[src/rtl/beep_tone_driver.sv]
// Buzzer burst generator: edge-triggered low/high tone square-wave bursts.
// Optional BEEP_MUTE_EN adds a 'mute' input that silences the buzzer pin only.
module beep_tone_driver #(
  parameter int HALF_P_LO = 97656,
  parameter int HALF_P_HI = 50000,
  parameter int DUR_LO    = 10000000,
  parameter int DUR_HI    = 50000000
) (
  input  logic clk,
  input  logic rst,
  input  logic beep512Hz,
  input  logic beep1kHz,
`ifdef BEEP_MUTE_EN
  input  logic mute,
`endif
  output logic buzzer,
  output logic busy,
  output logic tone_hi,
  output logic done
);

  localparam int MAX_D = (DUR_LO > DUR_HI) ? DUR_LO : DUR_HI;
  localparam int MAX_H = (HALF_P_LO > HALF_P_HI) ? HALF_P_LO : HALF_P_HI;
  localparam int MAX_V = (MAX_D > MAX_H) ? MAX_D : MAX_H;
  localparam int CW    = (MAX_V > 1) ? $clog2(MAX_V) : 1;

  typedef enum logic [1:0] {
    IDLE,
    TONE_LO,
    TONE_HI
  } state_e;

  state_e        state_q, state_d;
  logic [CW-1:0] phase_q, phase_d;
  logic [CW-1:0] dur_q, dur_d;
  logic [CW-1:0] half_end, dur_end;
  logic          tone_q, tone_d;
  logic          done_q, done_d;
  logic          lo_q, hi_q;
  logic          rise_lo, rise_hi;

  assign rise_lo = beep512Hz & ~lo_q;
  assign rise_hi = beep1kHz & ~hi_q;

  assign half_end = (state_q == TONE_HI) ? CW'(HALF_P_HI - 1)
                                         : CW'(HALF_P_LO - 1);
  assign dur_end  = (state_q == TONE_HI) ? CW'(DUR_HI - 1)
                                         : CW'(DUR_LO - 1);

  always_ff @(posedge clk) begin
    if (rst) begin
      state_q <= IDLE;
      phase_q <= '0;
      dur_q   <= '0;
      tone_q  <= 1'b0;
      done_q  <= 1'b0;
      lo_q    <= 1'b0;
      hi_q    <= 1'b0;
    end else begin
      state_q <= state_d;
      phase_q <= phase_d;
      dur_q   <= dur_d;
      tone_q  <= tone_d;
      done_q  <= done_d;
      lo_q    <= beep512Hz;
      hi_q    <= beep1kHz;
    end
  end

  // A new start always wins over ending, so no done on an overlapping rise
  always_comb begin
    state_d = state_q;
    phase_d = phase_q;
    dur_d   = dur_q;
    tone_d  = tone_q;
    done_d  = 1'b0;
    if (rise_hi) begin
      state_d = TONE_HI;
      phase_d = '0;
      dur_d   = '0;
      tone_d  = 1'b1;
    end else if (rise_lo && state_q != TONE_HI) begin
      state_d = TONE_LO;
      phase_d = '0;
      dur_d   = '0;
      tone_d  = 1'b1;
    end else if (state_q != IDLE) begin
      if (dur_q == dur_end) begin
        state_d = IDLE;
        phase_d = '0;
        dur_d   = '0;
        tone_d  = 1'b0;
        done_d  = 1'b1;
      end else begin
        dur_d = dur_q + 1'b1;
        if (phase_q == half_end) begin
          phase_d = '0;
          tone_d  = ~tone_q;
        end else begin
          phase_d = phase_q + 1'b1;
        end
      end
    end
  end

  assign busy    = (state_q != IDLE);
  assign tone_hi = (state_q == TONE_HI);
  assign done    = done_q;

`ifdef BEEP_MUTE_EN
  assign buzzer = tone_q & ~mute;
`else
  assign buzzer = tone_q;
`endif

endmodule

[config.mk]
export PLATFORM = sky130hd
export DESIGN_NAME = beep_tone_driver
export DESIGN_NICKNAME = d
export VERILOG_FILES = /design/src/rtl/beep_tone_driver.sv
export SDC_FILE = /design/constraint.sdc
export NUM_CORES = 1
export LEC_CHECK = 0
export ABC_AREA = 1
export CORE_UTILIZATION = 40
export DETAILED_ROUTE_END_ITERATION = 8
export GPL_ROUTABILITY_DRIVEN = 0
export RECOVER_POWER = 50
export SLEW_MARGIN = 20
export SYNTH_ARGS = -nofsm -noshare
export SYNTH_HDL_FRONTEND = slang
export SYNTH_SLANG_ARGS = --single-unit
[constraint.sdc]
create_clock -name clk -period 1.8 [get_ports clk]
set_input_delay 0.27 -clock clk [delete_from_list [all_inputs] [get_ports clk]]
set_output_delay 0.27 -clock clk [all_outputs]
set_load 0.1 [all_outputs]
==> results.yml <==
synthesis:
  seq_area_frac_synth_pct: 36.2
  synth_cell_types: 43
  synthCells: 462
  syn-num-nets: 468
  ys_warn_count: 0
  syn_area_per_cell_um2: 6.94
  synth_edf_count: 0
  synth_seq_cells: 58
  syn_area_mm2: 0.00321
  synthArstFlopShare_pct: 0
  synth_ff_type: "dfxtp_1"
layout:
  layout_commonest_cell: "nand2_1"
  syn_to_final_growth_pct: 15.5
  instances_no_fill: 597
  multi_input_area_mm2: 0.00179
  final_area_mm2: 0.00370
  drive_gt1_share_pct: 17.2
  nFillCells: 788
  final_nets: 498
  antennaDiodeCount: 0
  ff_latch_area_mm2: 0.00117
  final_cell_mix: "nand2_1, nor2_1, inv_1"
floorplanning:
  die_w_um: 91.5
  initial_utilization_pct: 41.5
  die_height_um: 91.5
  ios: 8
  row_count: 32
  core_mm2: 0.00773
  dieArea_mm2: 0.00838
global_route:
  grt_overflow: 0
  grt_start_max_net_pins: 18
  use_met2_pct: 27.6
  antenna_found_initial: 0
  grt_first_pass_wirelength_um: 12100
  grt_use_met1_pct: 25.6
  grtUsageMet3_pct: 3.10
  grt_pass1_vias: 2673
  track_usage_pct: 18.2
  busiest_layer: "met2"
critical_path:
  critical_path_class: "reg2out"
  required_ns: 1.53
  reg2regPathDepth: 6
  worst_ep_arrival_time_ns: 1.47
  path_cells: "nor2_2 > inv_2 > buf_12"
  r2r_slack_ns: 0.11
  critPathLaunchType: "flop"
  reg2reg_to: "dur_q[1]$_SDFFE_PP0N_"
  cpPeakStageDelay_ns: 0.36
  end_kind: "output port"
  crit_fanout: 9
  r2r_start: "state_q[1]$_SDFFE_PP0P_"
  critical-path-slowest-cell: "dfxtp_4"
place:
  place_area_mm2: 0.00350
  io_buffers: 7
  dpl.hpwl_um: 5350
  place_inst: 580
timing:
  min_period_ns: 1.74
  setup_violations: 0
  clock_skew_ns: 0.00942
  finalCritPeriodShare_pct: 96.8
  hold_viol: 0
  slew_headroom_pct: 64.2
  tightest_slew_ns: 0.539
  drv_slew: 0
  max_freq_ghz: 0.574
  fin_setup_tns_ns: 0
power_and_ir_drop:
  p_leak_nw: 1.43
  power_density_mw_per_mm2: 696
  ir_worst_vdd_uv: 383
detailed_routing:
  drtIter0Drc: 122
  routed_wl_um: 7130
  ant_nets: 0
  wl_per_cell_um: 11.9
  vias: 2895
  vias_per_cell: 4.85
  first_pass_iters: 4
  drc_errors: 0
cts:
  cts_root_buf: "clkbuf_8"
  numCtsBuffers: 9
  cts.reportedPaths.clkPinSlew_ns: 0.07
  clock-sinks: 58
  cts_tree: "yes"
  cts_hold_buffers: 0
  h-tree-depth: 3
  clk_path_buf_depth: 2
  clk-insertion-delay-late_ns: 0.33
run:
  drv_cap: 0
min_path:
  hp-class: "in2reg"
  min-delay-start: "beep1kHz"
  holdPathEnd: "hi_q$_SDFF_PP0_"
  hold_depth: 3
outcome:
  status: "finished clean"
[timing repair]
action	CTS	global route
endpoints found under the hold margin	0	0
setup endpoints to repair	0	28
buffers inserted	0	3
gates resized for setup	0	15
[sequential cells by signal, indices dropped and copies added (netlist names)]
name and cells:
done 1, phase_q 26, lo_q 1, state_q 2, hi_q 1, dur_q 26, buzzer 1
[how the worst max path moves through the flow]
stage | slack [ns] | startpoint | cells after the start | endpoint
floorplan | -0.005 | state_q[1]$_SDFFE_PP0P_ | 12 | phase_q[18]$_SDFFE_PP0N_
global placement | 0.1 | beep512Hz | 9 | dur_q[20]$_SDFFE_PP0N_
detailed placement | 0.07 | phase_q[1]$_SDFFE_PP0N_ | 11 | phase_q[5]$_SDFFE_PP0N_
CTS | 0.05 | phase_q[1]$_SDFFE_PP0N_ | 11 | phase_q[6]$_SDFFE_PP0N_
global route | -0.002 | dur_q[0]$_SDFFE_PP0N_ | 9 | dur_q[20]$_SDFFE_PP0N_
finish | 0.06 | state_q[1]$_SDFFE_PP0P_ | 3 | busy
[report_power, final]
group,switching [W],internal (W)
sequential,0.0000145,0.00130
clock,0.000500,0.000517
combinational,0.000169,0.0000797
total,0.000684,0.00189
[stage by stage]
stage / hold slack (ns) / utilization (%) / setup slack, ns / power, W
finish: 0.468 / 47.9 / 0.0570 / 0.00258
global route: 0.492 / 47.9 / -0.00226 / 0.00269
CTS: 0.463 / 47.3 / 0.0510 / 0.00262
detailed placement: 0.484 / 45.3 / 0.0743 / 0.00160
global placement: 0.473 / 45.3 / 0.0950 / 0.00160
floorplan: 0.329 / - / -0.00486 / 0.00152
[cells by family (layout without fill, tap and decap cells)]
group	count (synthesis)	count (layout)	synth area share, %
AOI/OAI and AO/OA	28	28	5.15
xor gates and xnor gates	24	24	6.56
adders and majority gates	2	2	0.781
buffers and inverters	67	100	8.98
DFF	58	58	36.2
and+or+nand+nor	283	283	42.3
[synth_stat cells (3+ instances only)]
master	instances	area (um^2)
a21oi_1	14	70.1
a31oi_1	3	18.8
dfxtp_1	58	1160
inv_1	58	218
inv_2	3	11.3
nand2_1	90	338
nand2_2	7	43.8
nand3_1	32	160
nand4_1	10	62.6
nor2_1	87	327
nor2_2	14	87.6
nor3_1	20	100
nor3_2	5	50.1
o21ai_0	3	15.0
xnor2_1	4	35.0
xor2_1	20	175
[area by class of cell]
class / count / share of cell area (%)
Clock inverter: 3 / 0.473
Sequential cell: 58 / 31.7
Tap cell: 102 / 3.45
Inverter: 62 / 6.29
Timing Repair Buffer: 24 / 5.85
Clock buffer: 11 / 3.82
Multi-Input combinational cell: 337 / 48.5
[critical path: cells and delay by family, from the launching register on]
kind                   cells  cell delay [ns]
and+or+nand+nor            1             0.34
buffers and inverters      2             0.43
DFF                        1             0.36
[metal layers]
metal  share of wire (%)  routed length [um]  vias to the layer above
met4                 1.5                 109                        0
li1                    -                   -                     1524
met3                 4.0                 283                        9
met5                   0                   0                        -
met1                  50                3580                     1313
met2                  44                3160                       49
Note: power is estimated with default switching activity, not from simulation.
==> variant 1, RTL diff (same settings) <==
The parameter `DUR_HI` goes from 50000000 to 200000000.
--- a/src/rtl/beep_tone_driver.sv
+++ b/src/rtl/beep_tone_driver.sv
@@ -4,7 +4,7 @@
   parameter int HALF_P_LO = 97656,
   parameter int HALF_P_HI = 50000,
   parameter int DUR_LO    = 10000000,
-  parameter int DUR_HI    = 50000000
+  parameter int DUR_HI    = 200000000
 ) (
   input  logic clk,
   input  logic rst,
Behaviour: same outputs for any inputs over 10 cycles, from zero or initial values and one cycle with rst high; that may be too few to reach the edited logic, so the function may still have changed.
==> variant 1 against the unedited design <==
Sequential share of layout area rose by 0.41 points. Critical path type is now reg -> reg. Synthesized area grew 6.4%. Wire length grew 2.0%. Design area increased by 5.2%. Sequential cell count up 4. Total power up 5.8%. Core utilization fell by 0.49 points. Largest cell class unchanged. Worst setup slack improved by 54 ps. Highest routed layer unchanged.
==> variant 1: results (changes against the unedited design) <==
| Metric | Value |
|---|---|
| Outcome | completed |
| DR WL met2 | 3.241 mm (+2.5%) |
| Tcrit/Tclk final | 93.84% (-3.0 points) |
| GR met1 Demand/Resource | 23.07% (-2.6 points) |
| Final #Nets | 507 (+1.8%) |
| Wire per inst | 11.93 µm (-0.13%) |
| Fraction of area in multi-input gates | 48.88% (+0.41 points) |
| Placed Area | 3685 µm² (+5.3%) |
| Critical path arrival | 1920 ps (+450 ps) |
| Synth Area in Compound Gates | 3.850% (-1.3 points) |
| # fillers | 812 (+3.0%) |
| Area Overhead vs Synth | 14.19% |
| Dominant cells by area after synthesis | dfxtp_1 (36%), nand2_1 (9.6%), nor2_1 (8.7%) |
| DP Cell Count | 591 (+1.9%) |
| Cell leakage power | 1.394 nW (-2.8%) |
| Inverter count | 61 (-1.6%) |
| Synth cell types | 34 (-21%) |
| Reg2reg start | phase_q[0] |
| Met3 routed WL | 171 µm (-40%) |
| Setup WS pre-CTS | 40.13 ps (-34.16 ps) |
| Synth Area in XOR/XNOR | 5.647% (-0.91 points) |
| Clock skew | 8.969 ps (-0.4513 ps) |
| Top Registers | dur_q (28), phase_q (28), state_q (2) |
| Net Count, Synth | 477 (+1.9%) |
| Vias per inst | 4.775 (-1.5%) |
| Adder-Cell Fraction of Synth Area | 0.7334% (-0.047 points) |
| Drt first-iter violations | 121 (-0.82%) |
| Setup crit end kind | flop |
## variant 1: cell types whose count changed after synthesis, moves of 3 or more
cell	before	now
a21oi_1	14	11
dfxtp_1	58	62
nand2_1	90	87
nand3_1	32	26
nand4_1	10	15
nor2_1	87	79
nor2_2	14	21
nor2_4	2	7
nor3_2	5	9
nor3b_1	0	9
o21ai_0	3	8
xor2_1	20	16
## variant 1: worst max-delay path, cell delays in order (launching register included)
cell and delay [ps]:
dfxtp_2 360, ha_2 210, nand2_1 90, inv_1 100, nand3_1 140, nor3_4 240
nand2_2 110, nor2_4 130, nand4_1 80, nand2_1 90, nor2_2 30
## variant 1: power by group
part | switching [mW] | internal, mW
Combinational | 0.162 | 0.0714
Clock | 0.536 | 0.560
Sequential | 0.0143 | 1.39
## variant 1: repair_timing
item	CTS	global route
endpoints found under the setup margin	0	51
setup buffers	0	3
gates resized for setup	0	12
==> variant 2, RTL diff (config.mk and constraints unchanged) <==
Without the edit above. Re-encode `state_e` (3 states) as one-hot, 3 bits wide.
--- a/src/rtl/beep_tone_driver.sv
+++ b/src/rtl/beep_tone_driver.sv
@@ -24,10 +24,10 @@
   localparam int MAX_V = (MAX_D > MAX_H) ? MAX_D : MAX_H;
   localparam int CW    = (MAX_V > 1) ? $clog2(MAX_V) : 1;
 
-  typedef enum logic [1:0] {
-    IDLE,
-    TONE_LO,
-    TONE_HI
+  typedef enum logic [2:0] {
+    IDLE    = 3'b001,
+    TONE_LO = 3'b010,
+    TONE_HI = 3'b100
   } state_e;
 
   state_e        state_q, state_d;
Formal check against the unedited RTL: no difference found for any inputs over 10 cycles, from zero or initial values and one cycle with rst high; not proved beyond that.
==> variant 2 against the unedited design <==
Synthesized area rose by 3.0%. Core utilization rose by 1.9 points. Maximum frequency increased by 1.8%. Critical path depth is 1 higher. Worst setup slack improved by 31 ps. Die area is 2.9% higher. Sequential cell count rose by 1. Wire length grew 9.7%. Total power increased by 6.2%. Design area grew 5.6%. Register-to-register slack improved by 20 ps. Critical path type unchanged. Largest power group unchanged.
==> variant 2: results (changes against the unedited design) <==
| Metric | Value |
|---|---|
| Dominant cells by area after synthesis | dfxtp_1 (36%), nand2_1 (10%), nor2_1 (9.3%) |
| Hold WS | 475.1 ps (+7.022 ps) |
| Met3 routed WL | 228 µm (-19%) |
| Adder-Cell Fraction of Synth Area | 0.7579% (-0.023 points) |
| Clock skew | 12.47 ps (+3.052 ps) |
| DR WL met2 | 3.775 mm (+19%) |
| Wire per inst | 12.74 µm (+6.7%) |
| Area Overhead vs Synth | 18.45% |
| Fraction of area in registers | 30.39% (-1.3 points) |
| Multi-input gates | 339 (+0.59%) |
| Worst-Margin Slew | 540.2 ps (+0.6939 ps) |
| # fillers | 834 (+5.8%) |
| Met2 Track Usage GR | 33.15% (+5.6 points) |
| Layout cells sized above 1 | 17.58% (+0.41 points) |
| Net Count, Synth | 478 (+2.1%) |
| CP peak stage delay | 430 ps (+70 ps) |
| M3 GR Usage | 5.501% (+2.4 points) |
| Vias in the first global route | 2801 (+4.8%) |
| DP Cell Count | 587 (+1.2%) |
| Critical-path top delay cell | dfxtp_1 |
| Vias per inst | 4.858 (+0.19%) |
| Worst Setup SP | state_q[2] |
| Sequential area share after synthesis | 35.77% (-0.45 points) |
| Met1 WL | 3.711 mm (+3.7%) |
| Layout non-clock buf frac | 6.718% (+0.87 points) |
| Worst-path fanout max | 11 (+2) |
| Area of the multi-input gates | 1888 µm² (+5.2%) |
| Critical path arrival | 1440 ps (-30 ps) |
| FF+latch count | 59 (+1.7%) |
| Mapped Area | 3302 µm² (+3.0%) |
| Final #Nets | 514 (+3.2%) |
| Signal buffers | 29 (+21%) |
| Synth cell types | 39 (-9.3%) |
| VDD IR max | 0.0004057 V (+6.0%) |
| HP Start | beep512Hz |
| Post-DP HPWL | 5.564 mm (+4.0%) |
| Tcrit/Tclk final | 95.13% (-1.7 points) |
| Outcome | completed |
| Clock network area share | 4.575% (+0.28 points) |
| Reg2reg start | phase_q[0] |
| Top Registers | dur_q (26), phase_q (26), state_q (3) |
| Slack of the worst reg-to-reg path | 130 ps (+20 ps) |
| GR met1 Demand/Resource | 22.55% (-3.1 points) |
| Utilization of the core after routing | 49.84% (+1.9 points) |
| Reg-to-Reg End | phase_q[16] |
| Clock buffers | 13 (+2) |
| Inverter count | 70 (+13%) |
| Total GRT Usage | 18.95% (+0.71 points) |
| Avg Cell Area, Syn | 6.996 µm² (+0.82%) |
[variant 2: changes by cell type in the layout (fill, tap and decap cells not counted), sizes merged, moves of 2 or more]
cell,change
nor2,-11
o21ai,+11
inv,+7
nor3,-6
nand2,+5
a21oi,+4
buf,+4
a31oi,-3
clkbuf,+3
nand3,+3
and3,-2
[variant 2: power groups by stage]
stage / Clock (mW) / Sequential (mW) / Combinational (mW)
after floorplan: 0 / 1.38 / 0.152
after global placement: 0 / 1.36 / 0.246
after detailed placement: 0 / 1.36 / 0.247
after CTS: 1.14 / 1.33 / 0.246
after global routing: 1.20 / 1.33 / 0.316
final: 1.11 / 1.33 / 0.295
[variant 2: repair_timing]
| action | 4_1_cts | 5_1_grt |
|---|---|---|
| endpoints found under the hold margin | 0 | 0 |
| endpoints found under the setup margin | 0 | 33 |
| hold buffers | 0 | 0 |
| gates resized for setup | 0 | 14 |
| buffers inserted | 0 | 9 |
